File: src/rtl/pulse_gen.sv
// pulse_gen: turns a one-cycle tick into a level pulse of programmable length,
// followed by a forced low gap, so a downstream edge detector sees exactly one
// rising edge per accepted tick.
//
// Parameters:
//   W           width of len and of the pulse/gap down-counters
//   GAP_CYCLES  forced low cycles after each pulse (0 .. 2^W-1)
//
// Ports:
//   clk    clock, all logic on the rising edge
//   rst    synchronous active-high reset
//   tick   one-cycle request strobe
//   len    pulse length in cycles, sampled on acceptance (0 behaves as 1)
//   level  generated pulse (registered)
//   busy   high whenever the FSM is not idle (registered)
//   done   one-cycle strobe on the first low cycle after a pulse (registered)
//   drop   one-cycle strobe the cycle after an ignored tick (registered)
//
// Optional feature: define PULSE_GEN_RETRIGGER_EN to let a tick during HIGH
// reload the pulse counter instead of being dropped.
//
// state | meaning
// ------+-----------------------------------------------------------
// IDLE  | waiting for tick; level=0, busy=0
// HIGH  | pulse in progress; level=1, cnt counts remaining cycles-1
// GAP   | forced low gap; level=0, busy=1, gcnt counts remaining-1

module pulse_gen #(
  parameter int W          = 8,
  parameter int GAP_CYCLES = 1
) (
  input  logic         clk,
  input  logic         rst,
  input  logic         tick,
  input  logic [W-1:0] len,
  output logic         level,
  output logic         busy,
  output logic         done,
  output logic         drop
);

  typedef enum logic [1:0] {
    IDLE = 2'd0,
    HIGH = 2'd1,
    GAP  = 2'd2
  } state_t;

  localparam logic [W-1:0] GAP_M1 = (GAP_CYCLES > 0) ? W'(GAP_CYCLES - 1) : '0;

  state_t       state, state_nx;
  logic [W-1:0] cnt, cnt_nx;
  logic [W-1:0] gcnt, gcnt_nx;
  logic         done_nx, drop_nx;
  logic [W-1:0] len_m1;

  // A zero length is stretched to a single cycle.
  assign len_m1 = (len == '0) ? '0 : len - W'(1);

  always_ff @(posedge clk) begin
    if (rst) begin
      state <= IDLE;
      cnt   <= '0;
      gcnt  <= '0;
      level <= 1'b0;
      busy  <= 1'b0;
      done  <= 1'b0;
      drop  <= 1'b0;
    end else begin
      state <= state_nx;
      cnt   <= cnt_nx;
      gcnt  <= gcnt_nx;
      // Outputs are registered copies of the decoded next state so they
      // line up with the state they describe.
      level <= (state_nx == HIGH);
      busy  <= (state_nx != IDLE);
      done  <= done_nx;
      drop  <= drop_nx;
    end
  end

  always_comb begin
    state_nx = state;
    cnt_nx   = cnt;
    gcnt_nx  = gcnt;
    done_nx  = 1'b0;
    drop_nx  = 1'b0;

    case (state)
      IDLE: begin
        if (tick) begin
          cnt_nx   = len_m1;
          state_nx = HIGH;
        end
      end

      HIGH: begin
`ifdef PULSE_GEN_RETRIGGER_EN
        if (tick) begin
          // Reload extends the pulse; no done and no drop for this tick.
          cnt_nx = len_m1;
        end else if (cnt != '0) begin
          cnt_nx = cnt - W'(1);
        end else begin
          done_nx = 1'b1;
          if (GAP_CYCLES > 0) begin
            gcnt_nx  = GAP_M1;
            state_nx = GAP;
          end else begin
            state_nx = IDLE;
          end
        end
`else
        if (tick) begin
          drop_nx = 1'b1;
        end
        if (cnt != '0) begin
          cnt_nx = cnt - W'(1);
        end else begin
          done_nx = 1'b1;
          if (GAP_CYCLES > 0) begin
            gcnt_nx  = GAP_M1;
            state_nx = GAP;
          end else begin
            state_nx = IDLE;
          end
        end
`endif
      end

      GAP: begin
        if (tick) begin
          drop_nx = 1'b1;
        end
        if (gcnt == '0) begin
          state_nx = IDLE;
        end else begin
          gcnt_nx = gcnt - W'(1);
        end
      end

      default: begin
        state_nx = IDLE;
      end
    endcase
  end

endmodule
File: config.mk
export PLATFORM = sky130hd
export DESIGN_NAME = pulse_gen
export DESIGN_NICKNAME = d
export VERILOG_FILES = /design/src/rtl/pulse_gen.sv
export SDC_FILE = /design/constraint.sdc
export NUM_CORES = 1
export LEC_CHECK = 0
export CAP_MARGIN = 20
export CORE_MARGIN = 2
export CORE_UTILIZATION = 54
export CTS_CLUSTER_SIZE = 8
export DETAILED_ROUTE_END_ITERATION = 7
export DONT_BUFFER_PORTS = 1
export PLACE_DENSITY_LB_ADDON = 0.12
export SLEW_MARGIN = 30
export SYNTH_ARGS = -nofsm -noshare
export SYNTH_HDL_FRONTEND = slang
export SYNTH_SLANG_ARGS = --single-unit
File: constraint.sdc
create_clock -name clk -period 2.2 [get_ports clk]
set_input_delay 0.11 -clock clk [delete_from_list [all_inputs] [get_ports clk]]
set_output_delay 0.11 -clock clk [all_outputs]
set_load 0.005 [all_outputs]
==> reports/metrics.csv, run 1 <==
stage,metric,value,unit
sta,hold_viol,0,
routing,firstDrtPassIters,4,
global_route,grt_pass1_wl,5.81,mm
worst_setup_path,r2r_start,cnt[0]$_SDFFE_PP0P_,
synthesis,avgSynthCellArea,8.14,µm²
synthesis,yosysUniqueCellTypes,41,
finish,nFillCells,236,
finish,antenna_cells,0,
synthesis,synth.ff_latch_count,22,
synthesis,synth_area,1470,µm²
routing,drt_iter0_markers,48,
finish,multi_input_area,958,µm²
global_route,grt_util_met1,0.302,
run,max_cap_viol_count,0,
clock_tree,post_cts_buffers,0,
routing,vias,1392,
worst_setup_path,cp.required,2450,ps
finish,final_common_cell,dfxtp_1,
global_route,grt_pass1_vias,1318,
clock_tree,clock_sinks,22,
finish,seq_area,440,µm²
synthesis,yosys_warnings,0,
clock_tree,numCtsBuffers,3,
clock_tree,cts_buffer_depth,2,
worst_setup_path,arrival,2320,ps
worst_setup_path,ff2ff_setup_slack,130,ps
floorplan,coreArea,2520,µm²
global_route,antenna_found_initial,0,
sta,max_freq,483,MHz
sta,finalCritPeriodShare,0.941,
routing,wl_per_cell,16.2,µm
sta,period_minus_slack,2070,ps
hold_path,hp-class,input pin to flip-flop,
global_route,grt-ovfl-total,0,
power,p_per_area,880,nW/µm²
clock_tree,cts_tree,yes,
global_route,grt_max_degree,17,
sta,finClkSkew,3.30,ps
synthesis,postSynthNetCount,201,
sta,setup_viol,0,
hold_path,holdCritStartpoint,rst,
floorplan,fp.dieW,56.1,µm
global_route,grt_use_met3,0.0326,
floorplan,io_pins,15,
global_route,busiest_layer,met2,
sta,drv_slew,0,
finish,area_growth,9.22,%
sta,fin_tns_setup,0,ps
finish,finalCoreUtilization,0.634,
power,ir_worst_vdd,0.000525,V
finish,design_area,1600,µm²
floorplan,die-height,56.1,µm
power,p_leak,0.000637,µW
clock_tree,htree_levels,1,
synthesis,synth.yosys.seq_area_share,0.301,
clock_tree,path_clk_slew,130,ps
finish,drive_gt1_frac,0.0749,
worst_setup_path,startpoint_type,flip-flop,
worst_setup_path,worst-setup-path-type,flip-flop to flip-flop,
synthesis,synthCells,180,
routing,routed_wl,3.52,mm
routing,vias_per_cell,6.41,
run_status,status,"finished, final reports clean",
worst_setup_path,timing.rr.end,gcnt[5]$_SDFFE_PP0P_,
clock_tree,cts-root-buf,clkbuf_4,
placed_design,dpl.hpwl,2.51,mm
worst_setup_path,reg2reg_depth,7,
placed_design,place_congestion,0.823,
hold_path,holdPathEnd,cnt[3]$_SDFFE_PP0P_,
routing,final_antenna_net_count,0,
floorplan,dieArea,3150,µm²
global_route,met2_usage,0.361,
sta,rsz0062_at_grt,false,
sta,relSlewSlack,0.536,
power,p_total,1410,µW
placed_design,port_buffers,0,
hold_path,hold-path-cell-count,2,
floorplan,rows,18,
placed_design,dpl-instance-area,1520,µm²
worst_setup_path,crit_fanout,16,
worst_setup_path,end_kind,flip-flop,
finish,finalNetCount,209,
sta,max_slew.worst_pin.slew,690,ps
floorplan,start_util,0.581,
finish,final_cell_mix,"22 x dfxtp_1, 15 x inv_1, 14 x nor2_1, 11 x or4_1, 11 x o21ai_0",
routing,drc,0,
clock_tree,worstSkewPairLatency,310,ps
global_route,track_usage,0.226,
-- flip-flops by register name, summed over array words and instances, names as in the netlist --
register and count:
done 1, level 1, cnt 8, state 2
drop 1, busy 1, gcnt 8
-- cells by family after synthesis --
group	synth area share
simple gates	0.278
xor+xnor	0.00598
fa+ha+maj	0.0854
compound gates	0.255
mux	0.0205
flops	0.301
buf+inv	0.0538
-- worst max-delay path, cell delays in order (launching register included) --
cell and delay, ps:
dfxtp_1 350, inv_1 100, ha_1 150, nor4b_4 380, a21oi_1 120, buf_4 200
or4_1 510, a21boi_0 200
-- synth_stat cells --
cell        n  share of area
or2_2       1         0.0043
mux2i_1     3          0.020
o31a_1      2          0.012
dfxtp_1    22           0.30
nor4_1      4          0.017
a41o_1      1         0.0068
nand3b_1    1         0.0051
nand3_1     5          0.017
nand4_1     1         0.0043
o41a_2      1         0.0085
nand2_1     8          0.020
nor4b_1     2          0.012
nor2_1     14          0.036
a2bb2oi_1   1         0.0060
inv_1      15          0.038
a21boi_1    1         0.0051
nor4b_2     1          0.010
a211o_1     1         0.0060
o21a_1      2          0.010
or3_1       5          0.021
a21oi_1    10          0.034
clkinv_1    1         0.0026
a31oi_1     5          0.021
or4_1      11          0.056
nor4b_4     1          0.016
nor3_1      6          0.020
o311ai_0    2          0.012
a21o_1      2          0.010
nor2b_1     2         0.0085
ha_1       10          0.085
a211oi_1    2          0.010
nor3b_1     1         0.0051
o2111ai_1   1         0.0060
nand2b_1    4          0.017
nor4bb_1    1         0.0068
o31ai_1     7          0.036
xnor2_1     1         0.0060
o2111a_1    1         0.0077
a21boi_0    5          0.026
clkbuf_1    5          0.013
o21ai_0    11          0.038
-- what timing repair did --
action / CTS / global route
hold buffers: 3 / 0
resized for setup: 0 / 2
endpoints found under the setup margin: 0 / 4
hold endpoints to repair: 14 / 0
-- report_power, final --
group / internal, µW / switching (µW) / total, µW
sequential: 477 / 85.2 / 562
clock: 101 / 132 / 233
combinational: 264 / 348 / 613
-- layer usage --
layer / wire length (µm) / share of wire / vias up
li1: - / - / 690
met1: 1670 / 0.48 / 649
met2: 1610 / 0.46 / 46
met3: 176 / 0.050 / 7
met4: 59 / 0.017 / 0
met5: 0 / 0 / -
-- area by class of cell --
class,instances,share of cell area
clock buffers,4,0.0227
inverters,16,0.0375
multi-input cells,137,0.599
flip-flops and latches,22,0.275
well taps,30,0.0235
repair buffers,8,0.0422
-- through the flow --
step	std cells	setup WS (ps)	hold slack, ps
4_1_cts	217	115	20.4
2_1_floorplan	180	352	230
3_3_place_gp	210	224	182
3_5_place_dp	210	159	183
5_1_grt	217	1.69	37.8
6_report	217	130	18.2
-- worst max-delay path by stage --
stage | startpoint | end | slack, ps | cells after the start
final | cnt[0]$_SDFFE_PP0P_ | gcnt[5]$_SDFFE_PP0P_ | 130 | 7
after global routing | cnt[0]$_SDFFE_PP0P_ | gcnt[5]$_SDFFE_PP0P_ | 2 | 7
after CTS | state[1]$_SDFF_PP0_ | cnt[4]$_SDFFE_PP0P_ | 120 | 6
after detailed placement | state[1]$_SDFF_PP0_ | cnt[4]$_SDFFE_PP0P_ | 160 | 6
after global placement | state[1]$_SDFF_PP0_ | cnt[4]$_SDFFE_PP0P_ | 220 | 6
after floorplan | cnt[0]$_SDFFE_PP0P_ | gcnt[0]$_SDFFE_PP0P_ | 350 | 7
(Power assumes the default switching activity.)
==> run 2: changes to the inputs <==
--- a/config.mk
+++ b/config.mk
@@ -7,7 +7,7 @@
 export LEC_CHECK = 0
 export CAP_MARGIN = 20
 export CORE_MARGIN = 2
-export CORE_UTILIZATION = 54
+export CORE_UTILIZATION = 35
 export CTS_CLUSTER_SIZE = 8
 export DETAILED_ROUTE_END_ITERATION = 7
 export DONT_BUFFER_PORTS = 1
==> reports/metrics.csv, run 2 (synthesis gave the netlist of run 1 again) <==
stage,metric,value,unit,change
routing,drt_iter0_markers,78,,+63%
sta,setup_viol,0,,unchanged
floorplan,start_util,0.364,,-0.217
placed_design,place_ws,223,ps,+64.0 ps
power,ir_worst_vdd,0.000250,V,-52%
sta,max_slew.worst_pin.slew,652,ps,-38.3 ps
clock_tree,path_clk_slew,90,ps,-40 ps
sta,finalCritPeriodShare,0.925,,-0.0162
global_route,grt_max_degree,17,,unchanged
routing,final_antenna_net_count,0,,unchanged
routing,vias,1344,,-3.4%
finish,final_cell_mix,"22 x dfxtp_1, 15 x inv_1, 14 x nor2_1, 11 x or4_1, 11 x o21ai_0",,
power,p_per_area,946,nW/µm²,+7.5%
global_route,grt_util_met1,0.181,,-0.121
clock_tree,clock_sinks,22,,unchanged
floorplan,io_pins,15,,unchanged
clock_tree,cts-root-buf,clkbuf_8,,
finish,antenna_cells,0,,unchanged
worst_setup_path,crit_chain,inv_1 -> ha_1 -> nor4b_4 -> a21oi_1 -> buf_4 -> or4_1 -> a21boi_0,,
routing,wl_per_cell,14.8,µm,-8.4%
routing,firstDrtPassIters,4,,unchanged
clock_tree,numCtsBuffers,3,,unchanged
sta,fin_tns_setup,0,ps,unchanged
floorplan,fp.dieW,68.7,µm,+22%
sta,drv_slew,0,,unchanged
placed_design,place_congestion,0.740,,-10%
sta,hold_viol,0,,unchanged
sta,rsz0062_at_grt,false,,
sta,relSlewSlack,0.562,,+0.0257
power,p_total,1550,µW,+10%
floorplan,coreArea,4030,µm²,+60%
worst_setup_path,r2r_start,cnt[0]$_SDFFE_PP0P_,,
hold_path,hp-class,input pin to flip-flop,,
global_route,busiest_layer,met2,,
clock_tree,post_cts_buffers,0,,unchanged
finish,nFillCells,422,,+79%
worst_setup_path,worst_path_max_delay_cell,or4_1,,
global_route,grt_use_met3,0.0211,,-0.0115
sta,finalWorstSetupSlack,166,ps,+35.7 ps
worst_setup_path,worst-setup-path-type,flip-flop to flip-flop,,
worst_setup_path,arrival,2220,ps,-100 ps
floorplan,rows,23,,+5
global_route,met2_usage,0.305,,-0.0561
global_route,grt-ovfl-total,0,,unchanged
sta,hold_slack,12.0,ps,-6.21 ps
finish,final_common_cell,dfxtp_1,,
finish,area_growth,11.8,%,
routing,drc,0,,unchanged
global_route,track_usage,0.160,,-0.0661
sta,max_freq,492,MHz,+1.8%
finish,drive_gt1_frac,0.0699,,-0.00497
worst_setup_path,end_kind,flip-flop,,
floorplan,die-height,68.7,µm,+22%
run_status,status,"finished, final reports clean",,
placed_design,dpl.hpwl,2.55,mm,+1.6%
worst_setup_path,cp.required,2390,ps,-60 ps
routing,vias_per_cell,5.69,,-11%
finish,finalCoreUtilization,0.407,,-0.228
clock_tree,cts_buffer_depth,2,,unchanged
finish,finalNetCount,208,,-0.48%
worst_setup_path,crit_fanout,16,,unchanged
global_route,antenna_found_initial,0,,unchanged
run,max_cap_viol_count,0,,unchanged
clock_tree,post_cts_resized,0,,unchanged
power,p_leak,0.000646,µW,+1.3%
worst_setup_path,startpoint_type,flip-flop,,
clock_tree,worstSkewPairLatency,260,ps,-50 ps
clock_tree,cts_tree,yes,,
sta,finClkSkew,6.08,ps,+2.79 ps
routing,routed_wl,3.50,mm,-0.43%
sta,period_minus_slack,2030,ps,-35.7 ps
worst_setup_path,critPathLaunch,cnt[0]$_SDFFE_PP0P_,,
finish,top_regs,"cnt (8), gcnt (8), state (2)",,
global_route,grt_pass1_wl,5.75,mm,-0.95%
placed_design,port_buffers,0,,unchanged
clock_tree,htree_levels,1,,unchanged
global_route,grt_pass1_vias,1312,,-0.46%
worst_setup_path,critical_path.max_stage_delay,520,ps,about the same
hold_path,holdCritStartpoint,rst,,
floorplan,dieArea,4720,µm²,+50%
==> run 2: critical path: cells and delay by family (launching register included) <==
family	cells	cell delay [ps]
compound gates	2	290
flops	1	320
buf+inv	2	310
fa+ha+maj	1	160
simple gates	2	880
==> run 2: through the flow <==
step	area [µm²]	instances
2_1_floorplan	1470	180
3_3_place_gp	1550	230
3_5_place_dp	1550	230
4_1_cts	1640	236
5_1_grt	1640	236
6_report	1640	236
==> run 2: repair_timing <==
| item | in CTS | in global routing |
|---|---|---|
| hold buffers | 2 | 0 |
| hold endpoints to repair | 11 | 0 |
| endpoints found under the setup margin | 0 | 0 |
==> run 2: final timing paths <==
check / endpoint / slack (ps) / cells after the start
max: gcnt[3]$_SDFFE_PP0P_ / 170 / 7
min: state[1]$_SDFF_PP0_ / 10 / 2
max reg2reg: gcnt[3]$_SDFFE_PP0P_ / 170 / 7
min reg2reg: cnt[0]$_SDFFE_PP0P_ / 490 / 2
==> run 2: per-layer routing <==
| metal | routed length, µm | share of wire |
|---|---|---|
| met1 | 1600 | 0.46 |
| met2 | 1770 | 0.51 |
| met3 | 105 | 0.030 |
| met4 | 27 | 0.0077 |
| met5 | 0 | 0 |
==> run 2: power by group <==
part	switching [µW]	internal, µW	leakage [µW]	total, µW
Sequential	80.5	477	0.000180	558
Combinational	348	259	0.000430	608
Clock	140	243	0.0000357	383
==> run 2: final cells by class <==
| cell class | count | area, µm² | share of cell area |
|---|---|---|---|
| Clock buffer | 3 | 41.3 | 0.0252 |
| Clock inverter | 1 | 30.0 | 0.0183 |
| Inverter | 16 | 60.1 | 0.0367 |
| Multi-Input combinational cell | 137 | 946 | 0.578 |
| Sequential cell | 22 | 440 | 0.269 |
| Tap cell | 50 | 62.6 | 0.0382 |
| Timing Repair Buffer | 7 | 57.6 | 0.0351 |
==> run 3: changes to the inputs <==
--- a/config.mk
+++ b/config.mk
@@ -7,7 +7,7 @@
 export LEC_CHECK = 0
 export CAP_MARGIN = 20
 export CORE_MARGIN = 2
-export CORE_UTILIZATION = 35
+export CORE_UTILIZATION = 25
 export CTS_CLUSTER_SIZE = 8
 export DETAILED_ROUTE_END_ITERATION = 7
 export DONT_BUFFER_PORTS = 1
==> reports/metrics.csv, run 3 (synthesis gave the netlist of run 1 again) <==
stage,metric,value,unit,change
hold_path,holdCritStartpoint,rst,,
routing,wl_per_cell,14.3,µm,-3.9%
clock_tree,cts_buffer_depth,2,,unchanged
finish,final_cell_mix,"22 x dfxtp_1, 15 x inv_1, 14 x nor2_1, 11 x or4_1, 11 x o21ai_0",,
floorplan,rows,27,,+17%
sta,hold_viol,0,,unchanged
worst_setup_path,crit_fanout,6,,-10
worst_setup_path,timing.rr.end,gcnt[7]$_SDFFE_PP0P_,,
placed_design,dpl.hpwl,2.74,mm,+7.6%
routing,vias_per_cell,5.20,,-8.6%
routing,drt_iter0_markers,33,,-58%
clock_tree,cts_tree,yes,,
clock_tree,path_clk_slew,80,ps,about the same
clock_tree,cts-root-buf,clkbuf_8,,
routing,wl_met1,1.72,mm,+7.6%
hold_path,holdPathEnd,state[1]$_SDFF_PP0_,,
floorplan,io_pins,15,,unchanged
worst_setup_path,cp.required,2390,ps,about the same
routing,final_antenna_net_count,0,,unchanged
hold_path,hold-path-cell-count,2,,unchanged
finish,finalCoreUtilization,0.300,,-0.107
clock_tree,numCtsBuffers,3,,unchanged
routing,wl_met2,1.88,mm,+6.2%
run,max_cap_viol_count,0,,unchanged
sta,drv_slew,0,,unchanged
clock_tree,clock_sinks,22,,unchanged
finish,final_common_cell,dfxtp_1,,
global_route,track_usage,0.124,,-0.0360
clock_tree,worstSkewPairLatency,260,ps,about the same
power,ir_worst_vdd,0.000233,V,-6.9%
finish,finalNetCount,211,,+1.4%
routing,firstDrtPassIters,4,,unchanged
run_status,status,"finished, final reports clean",,
power,p_per_area,895,nW/µm²,-5.4%
worst_setup_path,ff2ff_setup_slack,200,ps,+40 ps
worst_setup_path,reg2reg_depth,4,,-3
floorplan,dieArea,6490,µm²,+37%
floorplan,coreArea,5570,µm²,+38%
sta,period_minus_slack,2000,ps,-38.9 ps
floorplan,start_util,0.263,,-0.101
clock_tree,htree_levels,1,,unchanged
clock_tree,post_cts_resized,0,,unchanged
placed_design,port_buffers,0,,unchanged
worst_setup_path,arrival,2190,ps,-30 ps
routing,vias,1358,,+1.0%
routing,dr.max_layer_used,met4,,
finish,area_growth,14.1,%,
sta,max_slew.worst_pin.slew,654,ps,+2.24 ps
worst_setup_path,startpoint_type,flip-flop,,
floorplan,fp.dieW,80.6,µm,+17%
sta,relSlewSlack,0.561,,-0.00150
hold_path,hp-class,input pin to flip-flop,,
finish,drive_gt1_frac,0.0847,,+0.0148
sta,setup_viol,0,,unchanged
worst_setup_path,worst-setup-path-type,flip-flop to flip-flop,,
global_route,grt-ovfl-total,0,,unchanged
routing,wl_met3,86,µm,-18%
global_route,grt_max_degree,17,,unchanged
global_route,grt_pass1_vias,1337,,+1.9%
finish,antenna_cells,0,,unchanged
sta,finalCritPeriodShare,0.907,,-0.0177
routing,drc,0,,unchanged
global_route,antenna_found_initial,0,,unchanged
worst_setup_path,end_kind,flip-flop,,
placed_design,place_congestion,0.729,,-1.5%
finish,top_regs,"cnt (8), gcnt (8), state (2)",,
sta,rsz0062_at_grt,false,,
sta,finClkSkew,2.57,ps,-3.51 ps
sta,max_freq,501,MHz,+1.9%
floorplan,die-height,80.6,µm,+17%
sta,fin_tns_setup,0,ps,unchanged
finish,nFillCells,630,,+49%
global_route,grt_pass1_wl,6.28,mm,+9.1%
worst_setup_path,r2r_start,gcnt[2]$_SDFFE_PP0P_,,
routing,routed_wl,3.72,mm,+6.3%
power,p_leak,0.000653,µW,+1.2%
run 3: how the worst max path moves through the flow:
stage	end	slack (ps)	start	cells after the start
6_report	gcnt[7]$_SDFFE_PP0P_	200	gcnt[2]$_SDFFE_PP0P_	4
5_1_grt	busy$_SDFF_PP0_	50	state[0]$_SDFF_PP0_	5
4_1_cts	gcnt[3]$_SDFFE_PP0P_	130	cnt[0]$_SDFFE_PP0P_	7
3_5_place_dp	gcnt[5]$_SDFFE_PP0P_	180	cnt[0]$_SDFFE_PP0P_	7
3_3_place_gp	cnt[3]$_SDFFE_PP0P_	250	state[1]$_SDFF_PP0_	6
2_1_floorplan	gcnt[0]$_SDFFE_PP0P_	350	cnt[0]$_SDFFE_PP0P_	7
run 3: through the flow:
| step | setup slack [ps] | total power [µW] | instance area [µm²] | hold slack, ps | cells |
|---|---|---|---|---|---|
| after CTS | 133 | 1490 | 1660 | 5.71 | 259 |
| after global routing | 50.6 | 1630 | 1670 | 25.2 | 261 |
| final | 205 | 1500 | 1670 | 16.9 | 261 |
| after floorplan | 352 | 1010 | 1470 | 230 | 180 |
| after detailed placement | 176 | 1180 | 1580 | 184 | 253 |
| after global placement | 252 | 1170 | 1580 | 183 | 253 |
run 3: worst max-delay path, stage by stage, from the launching register on:
cell	delay, ps
dfxtp_1	350
or4_1	560
or4_1	430
or4_1	410
a21boi_1	180
run 3: per-layer routing:
layer	up-vias	global-route usage
met5	-	0
met4	0	0.0458
met3	2	0.0169
met2	16	0.223
met1	644	0.149
li1	696	-
run 3: timing repair:
action,in CTS,in global routing
buffers inserted,0,2
setup endpoints to repair,0,2
hold buffers,2,0
hold endpoints to repair,11,0
run 3: power by group:
group          leakage, µW  internal [µW]  switching, µW
Sequential        0.000180            477           81.9
Clock            0.0000288            160            138
Combinational     0.000444            284            355
run 3: area by class of cell:
| class | count | area, µm² | share of cell area |
|---|---|---|---|
| clock buffer | 4 | 55.1 | 0.0329 |
| inverter | 16 | 60.1 | 0.0359 |
| multi-input combinational | 137 | 946 | 0.566 |
| tap | 72 | 90.1 | 0.0539 |
| timing repair buffer | 10 | 80.1 | 0.0479 |
| sequential | 22 | 440 | 0.263 |
